$ cat src/rtl/display_bank_pkg.sv
// Shared types and constants for the AXI-Lite display register bank.
package display_bank_pkg;

    localparam int STATUS_CNT_W = 32;
    localparam int MMIO_ADDR_W  = 64;
    localparam int MMIO_DATA_W  = 64;

    typedef enum logic [1:0] {
        OKAY   = 2'b00,
        SLVERR = 2'b10
    } resp_e;

    typedef enum logic [1:0] {
        W_IDLE,
        W_WAITD,
        W_WAITA,
        W_RESP
    } wstate_e;

    typedef enum logic {
        R_IDLE,
        R_RESP
    } rstate_e;

    typedef struct packed {
        logic                   valid;
        logic [MMIO_ADDR_W-1:0] addr;
        logic [MMIO_DATA_W-1:0] data;
    } mmio_rec_t;

    // Width of a channel select; a single-channel bank still gets one bit.
    function automatic int sel_width(input int n);
        return (n > 1) ? $clog2(n) : 1;
    endfunction

endpackage

$ cat src/rtl/display_bank_regfile.sv
// Display register storage: address decode, byte-merge on write, commit
// counter / last-channel status, display mux and the MMIO commit record.
module display_bank_regfile
    import display_bank_pkg::*;
#(
    parameter int              DATA_W    = 64,
    parameter int              ADDR_W    = 64,
    parameter int              NUM_CH    = 4,
    parameter logic [ADDR_W-1:0] BASE_ADDR = '0,
    parameter int              SEL_W     = sel_width(NUM_CH)
) (
    input  logic                  clk,
    input  logic                  rst,
    input  logic                  wr_en,
    input  logic [ADDR_W-1:0]     wr_addr,
    input  logic [DATA_W-1:0]     wr_data,
    input  logic [DATA_W/8-1:0]   wr_strb,
    output logic                  wr_hit,
    input  logic [ADDR_W-1:0]     rd_addr,
    output logic [DATA_W-1:0]     rd_data,
    output logic                  rd_hit,
    input  logic [SEL_W-1:0]      disp_sel,
    output logic [DATA_W-1:0]     display_o,
    output mmio_rec_t             mmio
);

    localparam int IDX_W  = ADDR_W - 3;
    localparam int STRB_W = DATA_W / 8;
    localparam logic [IDX_W-1:0] CH_IDX = IDX_W'(NUM_CH);

    logic [NUM_CH-1:0][DATA_W-1:0] regs;
    logic [STATUS_CNT_W-1:0]       cnt;
    logic [3:0]                    last_ch;
    logic [IDX_W-1:0]              wr_idx, rd_idx;
    logic [SEL_W-1:0]              wr_ch, rd_ch;
    logic [DATA_W-1:0]             old_val, merged, status;

    // Byte offset bits [2:0] fall away in the shift.
    assign wr_idx = IDX_W'((wr_addr - BASE_ADDR) >> 3);
    assign rd_idx = IDX_W'((rd_addr - BASE_ADDR) >> 3);
    assign wr_ch  = wr_idx[SEL_W-1:0];
    assign rd_ch  = rd_idx[SEL_W-1:0];
    assign wr_hit = (wr_idx < CH_IDX);

    assign old_val = regs[wr_ch];
    assign status  = {24'b0, last_ch, 4'b0, cnt};

    for (genvar b = 0; b < STRB_W; b++) begin : g_lane
        assign merged[8*b +: 8] = wr_strb[b] ? wr_data[8*b +: 8] : old_val[8*b +: 8];
    end

    always_comb begin
        rd_data = '0;
        rd_hit  = 1'b1;
        if (rd_idx < CH_IDX)
            rd_data = regs[rd_ch];
        else if (rd_idx == CH_IDX)
            rd_data = status;
        else
            rd_hit = 1'b0;
    end

    always_ff @(posedge clk or posedge rst) begin
        if (rst) begin
            regs      <= '0;
            cnt       <= '0;
            last_ch   <= '0;
            mmio      <= '0;
            display_o <= '0;
        end else begin
            mmio.valid <= 1'b0;
            if (wr_en && wr_hit) begin
                regs[wr_ch] <= merged;
                cnt         <= cnt + 1'b1;
                last_ch     <= 4'(wr_ch);
                mmio        <= '{valid: 1'b1,
                                 addr:  MMIO_ADDR_W'(wr_addr),
                                 data:  MMIO_DATA_W'(merged)};
            end
            display_o <= (32'(disp_sel) < NUM_CH) ? regs[disp_sel] : '0;
        end
    end

endmodule

$ cat src/rtl/axi_lite_display_bank.sv
// AXI4-Lite slave front end for the display bank: independent write and
// read handshake FSMs around display_bank_regfile.
module axi_lite_display_bank
    import display_bank_pkg::*;
#(
    parameter int                DATA_W    = 64,
    parameter int                ADDR_W    = 64,
    parameter int                NUM_CH    = 4,
    parameter logic [ADDR_W-1:0] BASE_ADDR = '0,
    parameter int                SEL_W     = sel_width(NUM_CH)
) (
    input  logic                clk,
    input  logic                rst,
    input  logic [ADDR_W-1:0]   awaddr,
    input  logic                awvalid,
    output logic                awready,
    input  logic [DATA_W-1:0]   wdata,
    input  logic [DATA_W/8-1:0] wstrb,
    input  logic                wvalid,
    output logic                wready,
    output logic [1:0]          bresp,
    output logic                bvalid,
    input  logic                bready,
    input  logic [ADDR_W-1:0]   araddr,
    input  logic                arvalid,
    output logic                arready,
    output logic [DATA_W-1:0]   rdata,
    output logic [1:0]          rresp,
    output logic                rvalid,
    input  logic                rready,
    input  logic [SEL_W-1:0]    disp_sel,
    output logic [DATA_W-1:0]   display_o,
    output logic                mmio_valid,
    output logic [ADDR_W-1:0]   mmio_addr,
    output logic [DATA_W-1:0]   mmio_data
);

    wstate_e             wstate, wnext;
    rstate_e             rstate, rnext;
    logic [ADDR_W-1:0]   aw_addr_q, c_addr;
    logic [DATA_W-1:0]   w_data_q, c_data, rd_data;
    logic [DATA_W/8-1:0] w_strb_q, c_strb;
    logic                commit, wr_hit, rd_hit;
    mmio_rec_t           mmio;

    // Commit takes whichever half is live on the bus and the other from its latch.
    always_comb begin
        wnext   = wstate;
        awready = 1'b0;
        wready  = 1'b0;
        bvalid  = 1'b0;
        commit  = 1'b0;
        c_addr  = aw_addr_q;
        c_data  = w_data_q;
        c_strb  = w_strb_q;
        case (wstate)
            W_IDLE: begin
                awready = 1'b1;
                wready  = 1'b1;
                c_addr  = awaddr;
                c_data  = wdata;
                c_strb  = wstrb;
                if (awvalid && wvalid) begin
                    commit = 1'b1;
                    wnext  = W_RESP;
                end else if (awvalid) begin
                    wnext = W_WAITD;
                end else if (wvalid) begin
                    wnext = W_WAITA;
                end
            end
            W_WAITD: begin
                wready = 1'b1;
                c_data = wdata;
                c_strb = wstrb;
                if (wvalid) begin
                    commit = 1'b1;
                    wnext  = W_RESP;
                end
            end
            W_WAITA: begin
                awready = 1'b1;
                c_addr  = awaddr;
                if (awvalid) begin
                    commit = 1'b1;
                    wnext  = W_RESP;
                end
            end
            W_RESP: begin
                bvalid = 1'b1;
                if (bready)
                    wnext = W_IDLE;
            end
            default: wnext = W_IDLE;
        endcase
    end

    always_ff @(posedge clk or posedge rst) begin
        if (rst) begin
            wstate    <= W_IDLE;
            aw_addr_q <= '0;
            w_data_q  <= '0;
            w_strb_q  <= '0;
            bresp     <= OKAY;
        end else begin
            wstate <= wnext;
            if (awready && awvalid)
                aw_addr_q <= awaddr;
            if (wready && wvalid) begin
                w_data_q <= wdata;
                w_strb_q <= wstrb;
            end
            if (commit)
                bresp <= wr_hit ? OKAY : SLVERR;
        end
    end

    always_comb begin
        rnext   = rstate;
        arready = 1'b0;
        rvalid  = 1'b0;
        case (rstate)
            R_IDLE: begin
                arready = 1'b1;
                if (arvalid)
                    rnext = R_RESP;
            end
            R_RESP: begin
                rvalid = 1'b1;
                if (rready)
                    rnext = R_IDLE;
            end
            default: rnext = R_IDLE;
        endcase
    end

    // Read data is sampled before any same-edge commit lands, so it sees the old value.
    always_ff @(posedge clk or posedge rst) begin
        if (rst) begin
            rstate <= R_IDLE;
            rdata  <= '0;
            rresp  <= OKAY;
        end else begin
            rstate <= rnext;
            if (arready && arvalid) begin
                rdata <= rd_hit ? rd_data : '0;
                rresp <= rd_hit ? OKAY : SLVERR;
            end
        end
    end

    display_bank_regfile #(
        .DATA_W    (DATA_W),
        .ADDR_W    (ADDR_W),
        .NUM_CH    (NUM_CH),
        .BASE_ADDR (BASE_ADDR),
        .SEL_W     (SEL_W)
    ) u_regfile (
        .clk       (clk),
        .rst       (rst),
        .wr_en     (commit),
        .wr_addr   (c_addr),
        .wr_data   (c_data),
        .wr_strb   (c_strb),
        .wr_hit    (wr_hit),
        .rd_addr   (araddr),
        .rd_data   (rd_data),
        .rd_hit    (rd_hit),
        .disp_sel  (disp_sel),
        .display_o (display_o),
        .mmio      (mmio)
    );

    assign mmio_valid = mmio.valid;
    assign mmio_addr  = mmio.addr[ADDR_W-1:0];
    assign mmio_data  = mmio.data[DATA_W-1:0];

endmodule
$ cat config.mk
export PLATFORM = sky130hd
export DESIGN_NAME = axi_lite_display_bank
export DESIGN_NICKNAME = d
export VERILOG_FILES = /design/src/rtl/display_bank_pkg.sv /design/src/rtl/display_bank_regfile.sv /design/src/rtl/axi_lite_display_bank.sv
export SDC_FILE = /design/constraint.sdc
export NUM_CORES = 2
export LEC_CHECK = 0
export ABC_CLOCK_PERIOD_IN_PS = 40100
export CORE_ASPECT_RATIO = 0.7
export CORE_MARGIN = 2
export CORE_UTILIZATION = 60
export CTS_BUF_LIST = sky130_fd_sc_hd__clkbuf_4 sky130_fd_sc_hd__clkbuf_8
export DETAILED_ROUTE_END_ITERATION = 8
export PLACE_DENSITY_LB_ADDON = 0.2
export REMOVE_ABC_BUFFERS = 1
export SYNTH_ARGS = -nofsm -noshare
export SYNTH_HDL_FRONTEND = slang
export SYNTH_SLANG_ARGS = --single-unit
$ cat constraint.sdc
create_clock -name clk -period 40.1 [get_ports clk]
set_input_delay 12.03 -clock clk [delete_from_list [all_inputs] [get_ports clk]]
set_output_delay 12.03 -clock clk [all_outputs]
set_load 0.02 [all_outputs]
After elaboration in Yosys (flattened, before gate mapping)
Index checks and enable logic that the tools add are counted.
{"block": "word_totals", "reg_bits": 690, "latchBits": 0, "ram_bits": 0, "mem_bits_ro": 0, "input_bits": 209, "out_inout_bits": 266, "word_cells": 91, "memories": 0}
{"block": "classes", "add_sub_neg": 1, "n_mul": 0, "div_mod_pow": 0, "order_cmp": 6, "n_eq_ne": 8, "shifts": 0, "n_mux": 47, "n_bitwise": 1, "n_reduce_logical": 10}
{"cell": "$mux 64", "count": 8}
{"cell": "$bmux 64 s2", "count": 3}
{"cell": "$bwmux 256", "count": 1}
{"cell": "$mux 129", "count": 1}
{"cell": "$demux 64 s2", "count": 1}
{"cell": "$lt 61x3->1 const B", "count": 2}
{"cell": "$mux 8", "count": 9}
{"cell": "$eq 61x3->1 const B", "count": 1}
{"cell": "$mux 38", "count": 1}
{"cell": "$add 32x1->32 const B", "count": 1}
{"cell": "$mux 2", "count": 8}
{"cell": "$mux 1", "count": 12}
{"cell": "$lt 2x3->1 const B", "count": 3}
{"cell": "$pmux 2 s4", "count": 1}
{"cell": "$logic_and 1x1->1", "count": 6}
{"cell": "$ne 2x2->1 const B", "count": 3}
{"cell": "$eq 2x2->1 const B", "count": 2}
{"cell": "$ne 4x4->1 const B", "count": 1}
{"cell": "$reduce_and 4->1", "count": 1}
{"cell": "$reduce_or 2->1", "count": 2}
{"cell": "$pmux 1 s3", "count": 1}
{"cell": "$eq 2x1->1 const B", "count": 1}
{"cell": "$ge 2x1->1 const B", "count": 1}
{"cell": "$logic_not 2->1", "count": 1}
{"cell": "2 further kinds", "count": 2}

Depth between registers and ports, before layout
{"block": "logic_depth", "depth_word": 8, "mapped_depth": 12, "depth_no_buf": 9}

Cells and area by module
A second synthesis with hierarchy kept.
{"block": "hier_totals", "cells_unflattened": 2373, "area_unflattened_um2": 33050.4}
{"mod": "display_bank_regfile", "n_inst": 1, "cells_per_inst": 1618, "area_each_um2": 23527.6, "seq_area_each_um2": 12036.5}
{"mod": "axi_lite_display_bank", "n_inst": 1, "cells_per_inst": 755, "area_each_um2": 9522.9, "seq_area_each_um2": 5129.9}

Worst setup path before layout
No wires, ideal clock.
{"block": "synth_timing", "path_kind": "input-to-reg", "from": "input port awaddr[43]", "to": "register u_regfile.regs[16] (netlist name)", "setup_ps": 135, "t_arrival_ps": 13541, "required_time_ps": 39965, "setup_slack_ps": 26424, "cell_stages": 9, "path_buffers": 3, "path_cell_list": "nor4_1 -> nand4_1 -> mux2i_2 -> o2111ai_1 -> buf_2 -> buf_2 -> clkbuf_1 -> nand2_1 -> o21ai_0"}
{"block": "synth_between", "elab_chain_len": 3}
{"item": "from (decl)", "line": "axi_lite_display_bank.sv:14", "rtl": "input logic [ADDR_W-1:0] awaddr,"}
{"item": "$mux 64", "line": "axi_lite_display_bank.sv:56", "rtl": "case (wstate)"}
{"item": "$lt 61x3->1", "line": "display_bank_regfile.sv:43", "rtl": "assign wr_hit = (wr_idx < CH_IDX);"}
{"item": "$logic_and 1x1->1", "line": "display_bank_regfile.sv:72", "rtl": "if (wr_en && wr_hit) begin"}
{"item": "to (signal, indexed assignment)", "line": "display_bank_regfile.sv:73", "rtl": "regs[wr_ch] <= merged;"}
{"item": "to (decl)", "line": "display_bank_regfile.sv:31", "rtl": "logic [NUM_CH-1:0][DATA_W-1:0] regs;"}
Every way passes these cells.
A chain may end at the register's enable or synchronous reset.

Worst setup path in the final report
{"block": "layout_timing", "from": "register wstate[0]", "to": "output port awready"}
{"block": "layout_between", "elab_chain_len": 3, "word_cells_on_any_way": 4, "cone_classes": "eq/ne: 1; mux: 1; reduce/logical: 2"}
{"item": "from (decl)", "line": "axi_lite_display_bank.sv:38", "rtl": "wstate_e wstate, wnext;"}
{"item": "from (signal assigned)", "line": "axi_lite_display_bank.sv:106", "rtl": "wstate <= wnext;"}
{"item": "$eq 2x2->1 / $logic_not 2->1 (equally long branches)", "line": "axi_lite_display_bank.sv:56"}
{"item": "$reduce_or 2->1 (no line) *"}
{"item": "$mux 1 *", "line": "axi_lite_display_bank.sv:56"}
{"item": "to (decl)", "line": "axi_lite_display_bank.sv:16", "rtl": "output logic awready,"}
Mark *: on every way between the ends. The rest lies on a longest branch, timed or not.

==> results.py <==
metrics = {
    "status": {
        "status": "finished clean",
    },
    "cts": {
        "clock-sinks": 686,
        "path_clk_slew_ns": 0.06,
        "clock_latency_ns": 0.72,
        "clockRootBuffer": "clkbuf_8",
        "cts_made_buffers": 101,
        "cts_hold_buf": 0,
        "post_cts_buffers": 0,
        "cts_resized": 0,
        "clk_path_buf_depth": 3,
        "cts_max_level": 3,
        "cts_tree": "yes",
    },
    "logic_synthesis": {
        "synthTopCellsByArea": "dfrtp_1 56%, mux4_2 9.4%, mux2_2 7.4%",
        "syn_inst": 2613,
        "synth_top_area_cell": "dfrtp_1",
        "synth-async-reset-ratio_pct": 100,
        "ys_seq_area_share_pct": 56.0,
        "synth_warnings": 0,
        "synth_edf_count": 0,
        "netlist_area_um2": 30600,
        "post-synth-top-count-cell": "dfrtp_1",
        "ys_ff_latch": 686,
        "synthDistinctLibCells": 47,
        "postSynthAreaPerCell_um2": 11.7,
        "yosys-top-cells-count": "686 x dfrtp_1, 439 x nand2_1, 359 x o21ai_0, 201 x mux2_2, 163 x a22oi_1",
        "ys.flop_type": "dfrtp_1",
        "synth_top_area_share_pct": 56.0,
    },
    "setup_path": {
        "critical_path_peak_fanout": 11,
        "worstPathArrival_ns": 3.25,
        "rrSetupSlack_ns": 35.63,
        "endpoint_kind": "primary output",
        "cp-start-kind": "register",
        "worst_r2r_path_depth": 10,
        "criticalPathCategory": "register to primary output",
        "r2r-end": "u_regfile.mmio[48]",
        "r2r_start": "wstate[0]",
        "cp.required_ns": 28.07,
    },
    "layout": {
        "finalInstanceArea_um2": 37900,
        "fin_nets": 3239,
        "syn_to_final_growth_pct": 23.5,
        "drive_gt1_share_pct": 18.8,
        "multiInputGateArea_um2": 12700,
        "ff_latch_area_um2": 17200,
        "stdcell_count": 3778,
        "nFillCells": 3333,
    },
    "placed_design": {
        "dpl.cell_count": 3596,
        "io_buffers": 469,
        "dpl_cell_area_um2": 35800,
        "hpwl_um": 55300,
        "globalplace.congestion": 0.882,
    },
    "power_and_ir_drop": {
        "ir_drop_uv": 52.3,
        "combPwrFrac_pct": 31.2,
        "switching_share_pct": 34.7,
        "power_switching_mw": 0.716,
        "internal_power_mw": 1.35,
        "p_leak_nw": 16.0,
        "pwr-share-clk_pct": 28.2,
        "seqPwrFrac_pct": 40.5,
        "total_power_mw": 2.06,
        "power.density_nw_per_um2": 54.5,
    },
    "floorplan": {
        "start_util_pct": 60.6,
        "fp.coreArea_um2": 50600,
        "die_h_um": 193,
        "io_pins": 475,
        "fp-row-count": 69,
        "die_width_um": 274,
        "dieArea_um2": 52900,
    },
    "detailed_routing": {
        "drtIter0Drc": 2364,
        "postRouteAntennaNets": 0,
        "first_pass_iters": 6,
        "viasPerCell": 6.27,
        "dr_total_vias": 23700,
        "wl_per_cell_um": 23.6,
        "drc_errors": 0,
        "routed_wl_um": 89100,
    },
    "grt": {
        "gr-total-overflow": 0,
        "antenna_found_initial": 7,
        "grt_pass1_vias": 23900,
        "grt_pass1_wl_um": 136000,
        "grt_max_degree": 155,
        "track_usage_pct": 33.8,
    },
    "sta": {
        "min_period_ns": 15.28,
        "post-route-period-util_pct": 38.1,
        "slew_violations": 0,
        "rsz0062_at_grt": "no",
        "fmax_ghz": 0.0654,
        "tightest_slew_ns": 1.20,
        "relSlewSlack_pct": 20.3,
        "finalHoldViolations": 0,
        "finalSetupViolCount": 0,
        "setup_tns_ns": 0,
        "finalClockSkew_ns": 0.0325,
    },
    "worst_hold_path": {
        "hp-class": "register to register",
        "min-delay-start": "u_regfile.mmio[64]",
        "worstHoldEndpoint": "u_regfile.mmio[64]",
        "hold_depth": 2,
    },
    "job": {
        "cap_violations": 0,
    },
}
worst max-delay path, stage by stage (launching register included):
cell	delay, ns
dfrtp_1	0.40
inv_1	0.09
ha_1	0.35
nor2_2	0.78
inv_2	0.28
clkdlybuf4s50_1	0.64
placed cells by master (no fill, tap or decap), types with 3 or more instances in the layout:
master,count
mux2_2,201
clkdlybuf4s50_1,465
o21ai_4,3
o31ai_1,34
and2_1,59
clkinvlp_4,3
o21ai_0,358
clkbuf_4,36
xor2_1,26
inv_1,14
mux2i_1,10
clkbuf_8,125
nand2_1,436
xnor2_1,5
nor3_1,19
diode_2,4
nor4_1,44
ha_1,5
nand4_1,12
o21ai_1,64
clkinv_2,13
nor4_2,7
dfrtp_1,686
mux2i_2,4
nor2_1,13
nand3_1,82
a22oi_1,163
mux4_2,128
nand2b_1,3
o2111ai_4,4
buf_4,40
layer usage:
layer | GRT usage (%) | share of wire (%) | vias to the layer above
met5 | 0 | 0.045 | -
li1 | - | - | 10300
met3 | 8.72 | 9.9 | 222
met1 | 44.9 | 39 | 11800
met4 | 14.3 | 3.5 | 6
met2 | 53.6 | 48 | 1282
registers in the layout, summed over array words and instances (netlist names):
register,count
rstate,1
u_regfile.mmio,129
rresp,1
u_regfile.cnt,32
w_data_q,64
wstate,2
rdata,64
w_strb_q,8
u_regfile.regs,256
bresp,1
aw_addr_q,64
u_regfile.display_o,64
cell type report:
cell class                 instances  area share (%)
tap                              674            2.23
multi-input combinational       1712            33.5
antenna                            4          0.0264
clock buffer                     161            5.26
clock inverter                    17           0.254
timing repair buffer             506            13.1
inverter                          18           0.205
sequential                       686            45.3
metrics by stage:
step	hold WS [ns]	utilization, %	setup slack (ns)
3_5_place_dp	0.470	70.7	24.45
6_report	0.479	74.8	24.82
5_1_grt	0.497	74.8	24.66
2_1_floorplan	0.442	-	8.84
3_3_place_gp	0.464	70.7	24.70
4_1_cts	0.485	74.8	24.76
kinds of logic after synthesis:
family                   synth area share [%]
multiplexers                             17.3
AND/OR/NAND/NOR                          10.4
flip-flops                               56.0
other                                  0.0122
buffers and inverters                    3.06
XOR/XNOR                                0.886
AO/OA/AOI/OAI                            12.2
adder cells (fa/ha/maj)                 0.204
power groups by stage:
| stage | combinational (mW) | sequential, mW | clock (mW) |
|---|---|---|---|
| floorplan | 0.389 | 0.846 | 0 |
| global placement | 0.617 | 0.838 | 0 |
| detailed placement | 0.631 | 0.846 | 0 |
| CTS | 0.634 | 0.835 | 0.588 |
| global route | 0.686 | 0.845 | 0.619 |
| finish | 0.644 | 0.836 | 0.582 |
worst max-delay path by stage:
stage                           from            endpoint  slack (ns)
after CTS                  wstate[0]             awready       24.76
after global placement    awaddr[59]  u_regfile.mmio[73]       24.70
final                      wstate[0]             awready       24.82
after floorplan                  rst        aw_addr_q[0]        8.84
after global routing       wstate[0]             awready       24.66
after detailed placement  awaddr[22]  u_regfile.mmio[48]       24.45
Power figures use the tool's default switching activity.
